--- src/rtl/sd_dma_pkg.sv ---
// Shared types and constants for the SD block DMA engine (sd_block_dma).
package sd_dma_pkg;

   typedef enum logic [2:0] {
      StIdle,
      StIssue,
      StWaitOp,
      StXfer,
      StDone
   } dma_state_e;

   localparam logic        DIR_LOAD       = 1'b0;
   localparam logic        DIR_STORE      = 1'b1;
   localparam int unsigned SD_BLOCK_WORDS = 256;
   localparam int unsigned IDX_W          = 9;

   // RAM word address for a block index; wraps modulo 2^16.
   function automatic logic [15:0] ram_word_addr(input logic [15:0] base,
                                                 input logic [IDX_W-1:0] idx);
      return base + {7'd0, idx};
   endfunction

endpackage

--- src/rtl/sd_dma_watchdog.sv ---
// Loadable down-counter guarding the wait for the SD operation acknowledge.
module sd_dma_watchdog #(
   parameter int unsigned Count = 1023
) (
   input  logic clk,
   input  logic rst,
   input  logic load,
   input  logic en,
   output logic expired
);

   localparam int unsigned W = $clog2(Count + 1);

   logic [W-1:0] cnt_q, cnt_d;

   // Loaded with Count-1 so expiry lands on the Count-th enabled cycle.
   always_comb begin
      cnt_d = cnt_q;
      if (load) begin
         cnt_d = W'(Count - 1);
      end else if (en && (cnt_q != '0)) begin
         cnt_d = cnt_q - 1'b1;
      end
   end

   always_ff @(posedge clk) begin
      if (rst) begin
         cnt_q <= '0;
      end else begin
         cnt_q <= cnt_d;
      end
   end

   assign expired = en && (cnt_q == '0);

endmodule

--- src/rtl/sd_block_dma.sv ---
// Block transfer engine between the SD storage port and processor RAM.
// Optional WAIT_OP watchdog enabled by defining SD_DMA_TIMEOUT_EN.
module sd_block_dma
   import sd_dma_pkg::*;
#(
   parameter int unsigned BLOCK_WORDS    = SD_BLOCK_WORDS,
   parameter int unsigned TIMEOUT_CYCLES = 1023
) (
   input  logic        clk,
   input  logic        rst,
   input  logic        start,
   input  logic        dir,
   input  logic [15:0] cmd_file,
   input  logic [15:0] cmd_block,
   input  logic [15:0] ram_base,
   output logic        busy,
   output logic        done,
   output logic        err,
   output logic        load_op,
   output logic        stor_op,
   output logic [15:0] file_no,
   output logic [15:0] block_addr,
   output logic [7:0]  addr_proc,
   output logic        we_proc,
   output logic [15:0] wd_proc,
   input  logic [15:0] io_q,
   input  logic        op_complete,
   output logic [15:0] ram_addr,
   output logic        ram_we,
   output logic [15:0] ram_wd,
   input  logic [15:0] ram_q
);

   localparam logic [IDX_W-1:0] IdxEnd  = IDX_W'(BLOCK_WORDS);
   localparam logic [IDX_W-1:0] IdxLast = IDX_W'(BLOCK_WORDS - 1);

   dma_state_e       state_q, state_d;
   logic             dir_q, dir_d;
   logic [15:0]      base_q, base_d;
   logic [IDX_W-1:0] idx_q, idx_d;
   logic             busy_q, busy_d;
   logic             done_q, done_d;
   logic             err_q, err_d;
   logic             load_op_q, load_op_d;
   logic             stor_op_q, stor_op_d;
   logic [15:0]      file_no_q, file_no_d;
   logic [15:0]      block_addr_q, block_addr_d;
   logic [7:0]       addr_proc_q, addr_proc_d;
   logic             we_proc_q, we_proc_d;
   logic [15:0]      ram_addr_q, ram_addr_d;
   logic             ram_we_q, ram_we_d;

   logic wd_load, wd_en, wd_expired;

`ifdef SD_DMA_TIMEOUT_EN
   sd_dma_watchdog #(
      .Count(TIMEOUT_CYCLES)
   ) u_watchdog (
      .clk    (clk),
      .rst    (rst),
      .load   (wd_load),
      .en     (wd_en),
      .expired(wd_expired)
   );
`else
   logic unused_wd;
   assign unused_wd  = ^{wd_load, wd_en, TIMEOUT_CYCLES};
   assign wd_expired = 1'b0;
`endif

   always_comb begin
      state_d      = state_q;
      dir_d        = dir_q;
      base_d       = base_q;
      idx_d        = idx_q;
      busy_d       = busy_q;
      file_no_d    = file_no_q;
      block_addr_d = block_addr_q;
      addr_proc_d  = addr_proc_q;
      ram_addr_d   = ram_addr_q;
      done_d       = 1'b0;
      err_d        = 1'b0;
      load_op_d    = 1'b0;
      stor_op_d    = 1'b0;
      we_proc_d    = 1'b0;
      ram_we_d     = 1'b0;
      wd_load      = 1'b0;
      wd_en        = 1'b0;

      unique case (state_q)
         StIdle: begin
            if (start) begin
               state_d      = StIssue;
               dir_d        = dir;
               base_d       = ram_base;
               file_no_d    = cmd_file;
               block_addr_d = cmd_block;
               idx_d        = '0;
               busy_d       = 1'b1;
               load_op_d    = (dir == DIR_LOAD);
               stor_op_d    = (dir == DIR_STORE);
            end
         end

         StIssue: begin
            state_d = StWaitOp;
            wd_load = 1'b1;
         end

         StWaitOp: begin
            wd_en = 1'b1;
            if (op_complete) begin
               state_d     = StXfer;
               idx_d       = '0;
               addr_proc_d = '0;
               ram_addr_d  = base_q;
            end else if (wd_expired) begin
               state_d = StDone;
               done_d  = 1'b1;
               err_d   = 1'b1;
            end
         end

         StXfer: begin
            if (idx_q != IdxEnd) begin
               idx_d = idx_q + 1'b1;
               if (idx_q != IdxLast) begin
                  addr_proc_d = idx_q[7:0] + 8'd1;
               end
               // Load writes word idx_q to RAM next cycle; store commits word idx_q to
               // SD next cycle while RAM is already addressed for the following word.
               if (dir_q == DIR_LOAD) begin
                  ram_we_d   = 1'b1;
                  ram_addr_d = ram_word_addr(base_q, idx_q);
               end else begin
                  we_proc_d  = 1'b1;
                  ram_addr_d = ram_word_addr(base_q, idx_q + 1'b1);
               end
            end else begin
               state_d = StDone;
               done_d  = 1'b1;
            end
         end

         StDone: begin
            state_d = StIdle;
            busy_d  = 1'b0;
         end

         default: begin
            state_d = StIdle;
            busy_d  = 1'b0;
         end
      endcase
   end

   always_ff @(posedge clk) begin
      if (rst) begin
         state_q      <= StIdle;
         dir_q        <= DIR_LOAD;
         base_q       <= '0;
         idx_q        <= '0;
         busy_q       <= 1'b0;
         done_q       <= 1'b0;
         err_q        <= 1'b0;
         load_op_q    <= 1'b0;
         stor_op_q    <= 1'b0;
         file_no_q    <= '0;
         block_addr_q <= '0;
         addr_proc_q  <= '0;
         we_proc_q    <= 1'b0;
         ram_addr_q   <= '0;
         ram_we_q     <= 1'b0;
      end else begin
         state_q      <= state_d;
         dir_q        <= dir_d;
         base_q       <= base_d;
         idx_q        <= idx_d;
         busy_q       <= busy_d;
         done_q       <= done_d;
         err_q        <= err_d;
         load_op_q    <= load_op_d;
         stor_op_q    <= stor_op_d;
         file_no_q    <= file_no_d;
         block_addr_q <= block_addr_d;
         addr_proc_q  <= addr_proc_d;
         we_proc_q    <= we_proc_d;
         ram_addr_q   <= ram_addr_d;
         ram_we_q     <= ram_we_d;
      end
   end

   assign busy       = busy_q;
   assign done       = done_q;
   assign err        = err_q;
   assign load_op    = load_op_q;
   assign stor_op    = stor_op_q;
   assign file_no    = file_no_q;
   assign block_addr = block_addr_q;
   assign addr_proc  = addr_proc_q;
   assign we_proc    = we_proc_q;
   assign ram_addr   = ram_addr_q;
   assign ram_we     = ram_we_q;
   // Read data flows straight through in the write cycle so each word moves at 1/cycle.
   assign wd_proc    = we_proc_q ? ram_q : 16'h0000;
   assign ram_wd     = ram_we_q ? io_q : 16'h0000;

endmodule

--- config.mk ---
export PLATFORM = sky130hd
export DESIGN_NAME = sd_block_dma
export DESIGN_NICKNAME = d
export VERILOG_FILES = /design/src/rtl/sd_dma_pkg.sv /design/src/rtl/sd_dma_watchdog.sv /design/src/rtl/sd_block_dma.sv
export SDC_FILE = /design/constraint.sdc
export NUM_CORES = 1
export LEC_CHECK = 0
export CORE_UTILIZATION = 39
export DETAILED_ROUTE_END_ITERATION = 6
export PLACE_DENSITY = 0.81
export SLEW_MARGIN = 20
export SYNTH_ARGS = -nofsm -noshare
export SYNTH_HDL_FRONTEND = slang
export SYNTH_SLANG_ARGS = --single-unit
--- constraint.sdc ---
create_clock -name clk -period 3.1 [get_ports clk]
set_input_delay 0.775 -clock clk [delete_from_list [all_inputs] [get_ports clk]]
set_output_delay 0.775 -clock clk [all_outputs]
set_load 0.1 [all_outputs]
=== Word level (Yosys, flattened, before mapping) ===
Cells that the tools add are included.

* Bitwise logic cells: 6
* Reduce and logical (&&, ||, !) cells: 13
* Mux-type cells: 23
* Add/subtract/negate cells: 4
* Equal/unequal tests: 10

{| class="wikitable"
|+ Operators with widths
! cell !! number
|-
| $mux 16 || 5
|-
| $add 16x9->16 || 2
|-
| $pmux 16 s2 || 1
|-
| $mux 9 || 3
|-
| $pmux 9 s3 || 1
|-
| $mux 8 || 3
|-
| $pmux 8 s2 || 1
|-
| $pmux 3 s4 || 1
|-
| $ne 2x2->1 const B || 5
|-
| $add 9x1->9 const B || 1
|-
| $mux 3 || 3
|-
| $ne 9x8->1 const B || 1
|-
| $ne 9x9->1 const B || 1
|-
| $reduce_or 3->1 || 3
|-
| $add 8x1->8 const B || 1
|-
| $reduce_and 4->1 || 2
|-
| $eq 3x2->1 const B || 2
|-
| $not 1->1 || 6
|-
| $reduce_and 3->1 || 2
|-
| $mux 1 || 4
|-
| $reduce_and 2->1 || 2
|-
| $eq 3x1->1 const B || 1
|-
| $logic_not 3->1 || 1
|-
| $reduce_bool 3->1 || 1
|-
| 3 further kinds || 3
|}

* Flip-flop bits (word level): 91
* Output and inout port bits: 95
* Logic and storage cells: 70

=== Longest topological paths before layout ===
* Word-level depth: 5
* Mapped depth: 14
* Mapped depth without buffers: 12

=== Worst setup path after synthesis ===
OpenSTA, ideal clock, no wires.

* Path kind: reg-to-reg
* Start point: reg idx_q[0]
* End point: reg ram_addr_q[13], in the netlist ram_addr[13]
* Path buffers: 2
* Setup slack: 0.030 ns
* Arrival time: 2.984 ns
* Setup time: 0.086 ns
* Stages on the path, launching flop included: 15
* Cell sequence: dfxtp_1 -> ha_1 -> and3_1 -> buf_2 -> and3_1 -> clkbuf_1 -> and3_1 -> ha_1 -> a21oi_1 -> ha_1 -> a21o_1 -> a41oi_4 -> nor3_1 -> xnor2_1 -> a211oi_1

* Word-level cells in the longest chain between the ends: 5
* Elaborated cells on any way between the ends: 9
* Those cells by class: 3 x add/sub; 2 x eq/ne; 3 x mux; 1 x reduce/logical

{| class="wikitable"
|+ RTL lines
! item !! line !! source
|-
| from (decl) || sd_block_dma.sv:40 || <nowiki>logic [IDX_W-1:0] idx_q, idx_d;</nowiki>
|-
| from (signal assigned) || sd_block_dma.sv:178 || <nowiki>idx_q <= idx_d;</nowiki>
|-
| $add 9x1->9 || sd_block_dma.sv:137 || <nowiki>ram_addr_d = ram_word_addr(base_q, idx_q + 1'b1);</nowiki>
|-
| $add 16x9->16 || sd_dma_pkg.sv:20 || <nowiki>return base + {7'd0, idx};</nowiki>
|-
| $mux 16 || sd_block_dma.sv:132 || <nowiki>if (dir_q == DIR_LOAD) begin</nowiki>
|-
| $mux 16 || sd_block_dma.sv:125 || <nowiki>if (idx_q != IdxEnd) begin</nowiki>
|-
| $pmux 16 s2 || sd_block_dma.sv:90 || <nowiki>unique case (state_q)</nowiki>
|-
| to (signal assigned) || sd_block_dma.sv:188 || <nowiki>ram_addr_q <= ram_addr_d;</nowiki>
|-
| to (decl) || sd_block_dma.sv:50 || <nowiki>logic [15:0] ram_addr_q, ram_addr_d;</nowiki>
|}

Several ways; a longest one is shown, not always the timed one. The select of a mux whose other input is x is not followed.
A chain may end at the register's enable or synchronous reset.

=== Worst setup path after layout ===
Ends and elaborated chain as after synthesis.

==> out/metrics.cfg <==
[drt]
drc = 0
routedWlPerCell_um = 14.3
wl_um = 12300
drtIter0Drc = 168
vias_per_cell = 5.14
ant_nets = 0
first_pass_iters = 5
via_count = 4407

[timing]
period_needed_ps = 2910
relSlewSlack_pct = 36.2
finalHoldViolCount = 0
fmaxAchievable_mhz = 343
slew_viol_final = 0
skew_ps = 7.22
worstMarginPinSlew_ps = 957
setup_viol = 0
worst_slack_ps = 188
tns_ps = 0
period_share_pct = 93.9

[logic_synthesis]
ys_ff_latch = 91
synth_area_um2 = 4410
syn_avg_cell_area_um2 = 8.01
yosys_warnings = 0
synth_top_cell_by_area = dfxtp_1
synthFlopType = dfxtp_1
synthTopCellsByArea = dfxtp_1, nand2_1, a21oi_1
synth_nets = 650
synth-seq-area-share_pct = 41.3
yosysTopAreaCellShare_pct = 41.3
synth.distinct_cells = 54
synth_edf_count = 0
async_flop_share_pct = 0
syn_inst = 551

[worst_setup_path]
crit_type = reg -> reg
cp_num_buf_inv = 0
cp_top_family = compound AO/OA/AOI/OAI gates
crit_required_ps = 3360
slowest_delay_ps = 360
worstPathCellList = ha_1 -> and3_1 -> and3_1 -> and3_1 -> ha_1 -> a21oi_1 -> ha_2 -> a21o_1 -> a41oi_4 -> nor3_1 -> xnor2_1 -> a211oi_1
endpoint_kind = register
cp_max_fo = 7
crit_slowest_cell = dfxtp_2
cpMostUsedCell = and3_1
cp-start-kind = register
critPathArrivalTime_ps = 3170

[power_and_ir_drop]
swShare_pct = 33.6
comb_power_share_pct = 24.8
ir_drop_mv = 0.332
p_switching_mw = 1.07
p_leak_nw = 2.72
p_clk_share_pct = 34.9
p_int_mw = 2.11
seqPwrFrac_pct = 40.4
p_per_area_nw_per_um2 = 469
p_total_mw = 3.17

[finish]
num-nets-final = 811
multi_input_area_um2 = 2400
ff_latch_area_um2 = 1820
filler_cell_count = 917
final_util_pct = 61.9
diodes = 0
layout-drive-gt1-share_pct = 20.4
area_growth_syn_to_layout_pct = 53.3

[global_routing]
grt_pass1_wl_um = 19900
grt_pass1_vias = 4208
grt_max_degree = 52
grt_overflow = 0
antenna_found_initial = 0
gr-usage-all-layers_pct = 21.4

[clock_tree]
cts-root-buf = clkbuf_16
cts_buffers = 9
cts_hold_buf = 0
clkLatencyLatePin_ps = 340
cts_buffer_depth = 2
clkSlewWorstSetupHoldPaths_ps = 70
cts_tree = yes
htree_levels = 3
cts_sinks = 91

[floorplanning]
start_util_pct = 40.3
die_w_um = 108
dieArea_um2 = 11700
num_rows = 38
core_area_um2 = 10900
dieHeight_um = 108
ios = 180

[outcome]
status = finished clean

[run]
max_cap_violations = 0

[placed_design]
hpwl_um = 9210
gp_congestion = 0.862
io_buffers = 178
pre_cts_ws_ps = 127

[hold_path]
worstHoldPathType = reg -> reg

## repair_timing
item,CTS,global route
buffers inserted,0,1
setup endpoints to repair,0,8
gates resized for setup,0,5
## routing by layer
metal  GRT usage, %  up-vias  routed length [µm]
met5              0        -                   0
met3           6.81       13                1330
li1               -     2183                   -
met1           25.2     2019                5060
met2           36.7      192                5700
met4           7.34        0                 175
## through the flow
stage	std cells	instance area [µm²]	hold WS, ps
after floorplan	551	4410	449
after global routing	857	6770	477
after detailed placement	840	6440	449
final	857	6770	456
after CTS	856	6750	457
after global placement	840	6440	443
## cell families after synthesis
group / share of synthesized area (%)
AND/OR/NAND/NOR: 26.8
AO/OA/AOI/OAI: 17.8
flip-flops: 41.3
buffers and inverters: 4.71
XOR/XNOR: 4.57
adder cells (fa/ha/maj): 4.14
multiplexers: 0.681
other: 0.0850
## path summary, 6_finish.rpt
path	start	endpoint	slack [ps]	depth (start not counted)
worst min-delay path	file_no[15]	file_no[15]	460	2
worst min register to register	file_no[15]	file_no[15]	460	2
worst max register to register	idx_q[0]	ram_addr[13]	190	12
worst max-delay path	idx_q[0]	ram_addr[13]	190	12
## flip-flops by register name, indices dropped and copies added, names as in the netlist
name / cells
done: 1
stor_op: 1
base_q: 16
we_proc: 1
ram_we: 1
ram_addr: 16
file_no: 16
idx_q: 9
load_op: 1
busy: 1
dir_q: 1
block_addr: 16
addr_proc: 8
state_q: 3
## cell type report
type                            instances  share of cell area [%]
Tap cell                              140                    2.59
Clock inverter                          6                    1.07
Clock buffer                           10                    3.38
Sequential cell                        91                    27.0
Multi-Input combinational cell        413                    35.5
Timing Repair Buffer                  192                    30.3
Inverter                                5                   0.277
## Yosys cell counts, types with 5 or more instances
cell type	count
dfxtp_1	91
buf_2	7
a21oi_1	77
clkbuf_1	26
ha_1	13
xnor2_1	19
o21ai_0	10
a211oi_1	6
and2_1	33
nor3_1	13
nand2_1	125
nand3b_1	6
nor2_1	37
inv_1	5
## power groups by stage
stage / Combinational [mW] / Clock (mW) / Sequential [mW]
3_5_place_dp: 0.785 / 0 / 1.31
5_1_grt: 0.831 / 1.18 / 1.29
6_report: 0.786 / 1.11 / 1.28
3_3_place_gp: 0.774 / 0 / 1.30
2_1_floorplan: 0.231 / 0 / 1.61
4_1_cts: 0.786 / 1.12 / 1.28
## worst reg2reg max path: stages (launching register included)
cell      delay (ps)
dfxtp_2          360
ha_1             210
and3_1           190
and3_1           200
and3_1           180
ha_1             280
a21oi_1          170
ha_2             320
a21o_1           190
a41oi_4          270
nor3_1           110
xnor2_1          130
a211oi_1         220
## cells in the final DEF (no fill, tap or decap), types with 5 or more instances in the layout
master / n
and2_1: 33
clkbuf_16: 9
nor2_1: 35
clkdlybuf4s50_1: 83
xnor2_1: 19
nand2_1: 125
ha_1: 12
inv_1: 5
o21ai_0: 10
a211oi_1: 6
nor3_1: 13
buf_12: 32
dfxtp_1: 89
buf_4: 76
nand3b_1: 6
a21oi_1: 77
(Power assumes the default switching activity.)
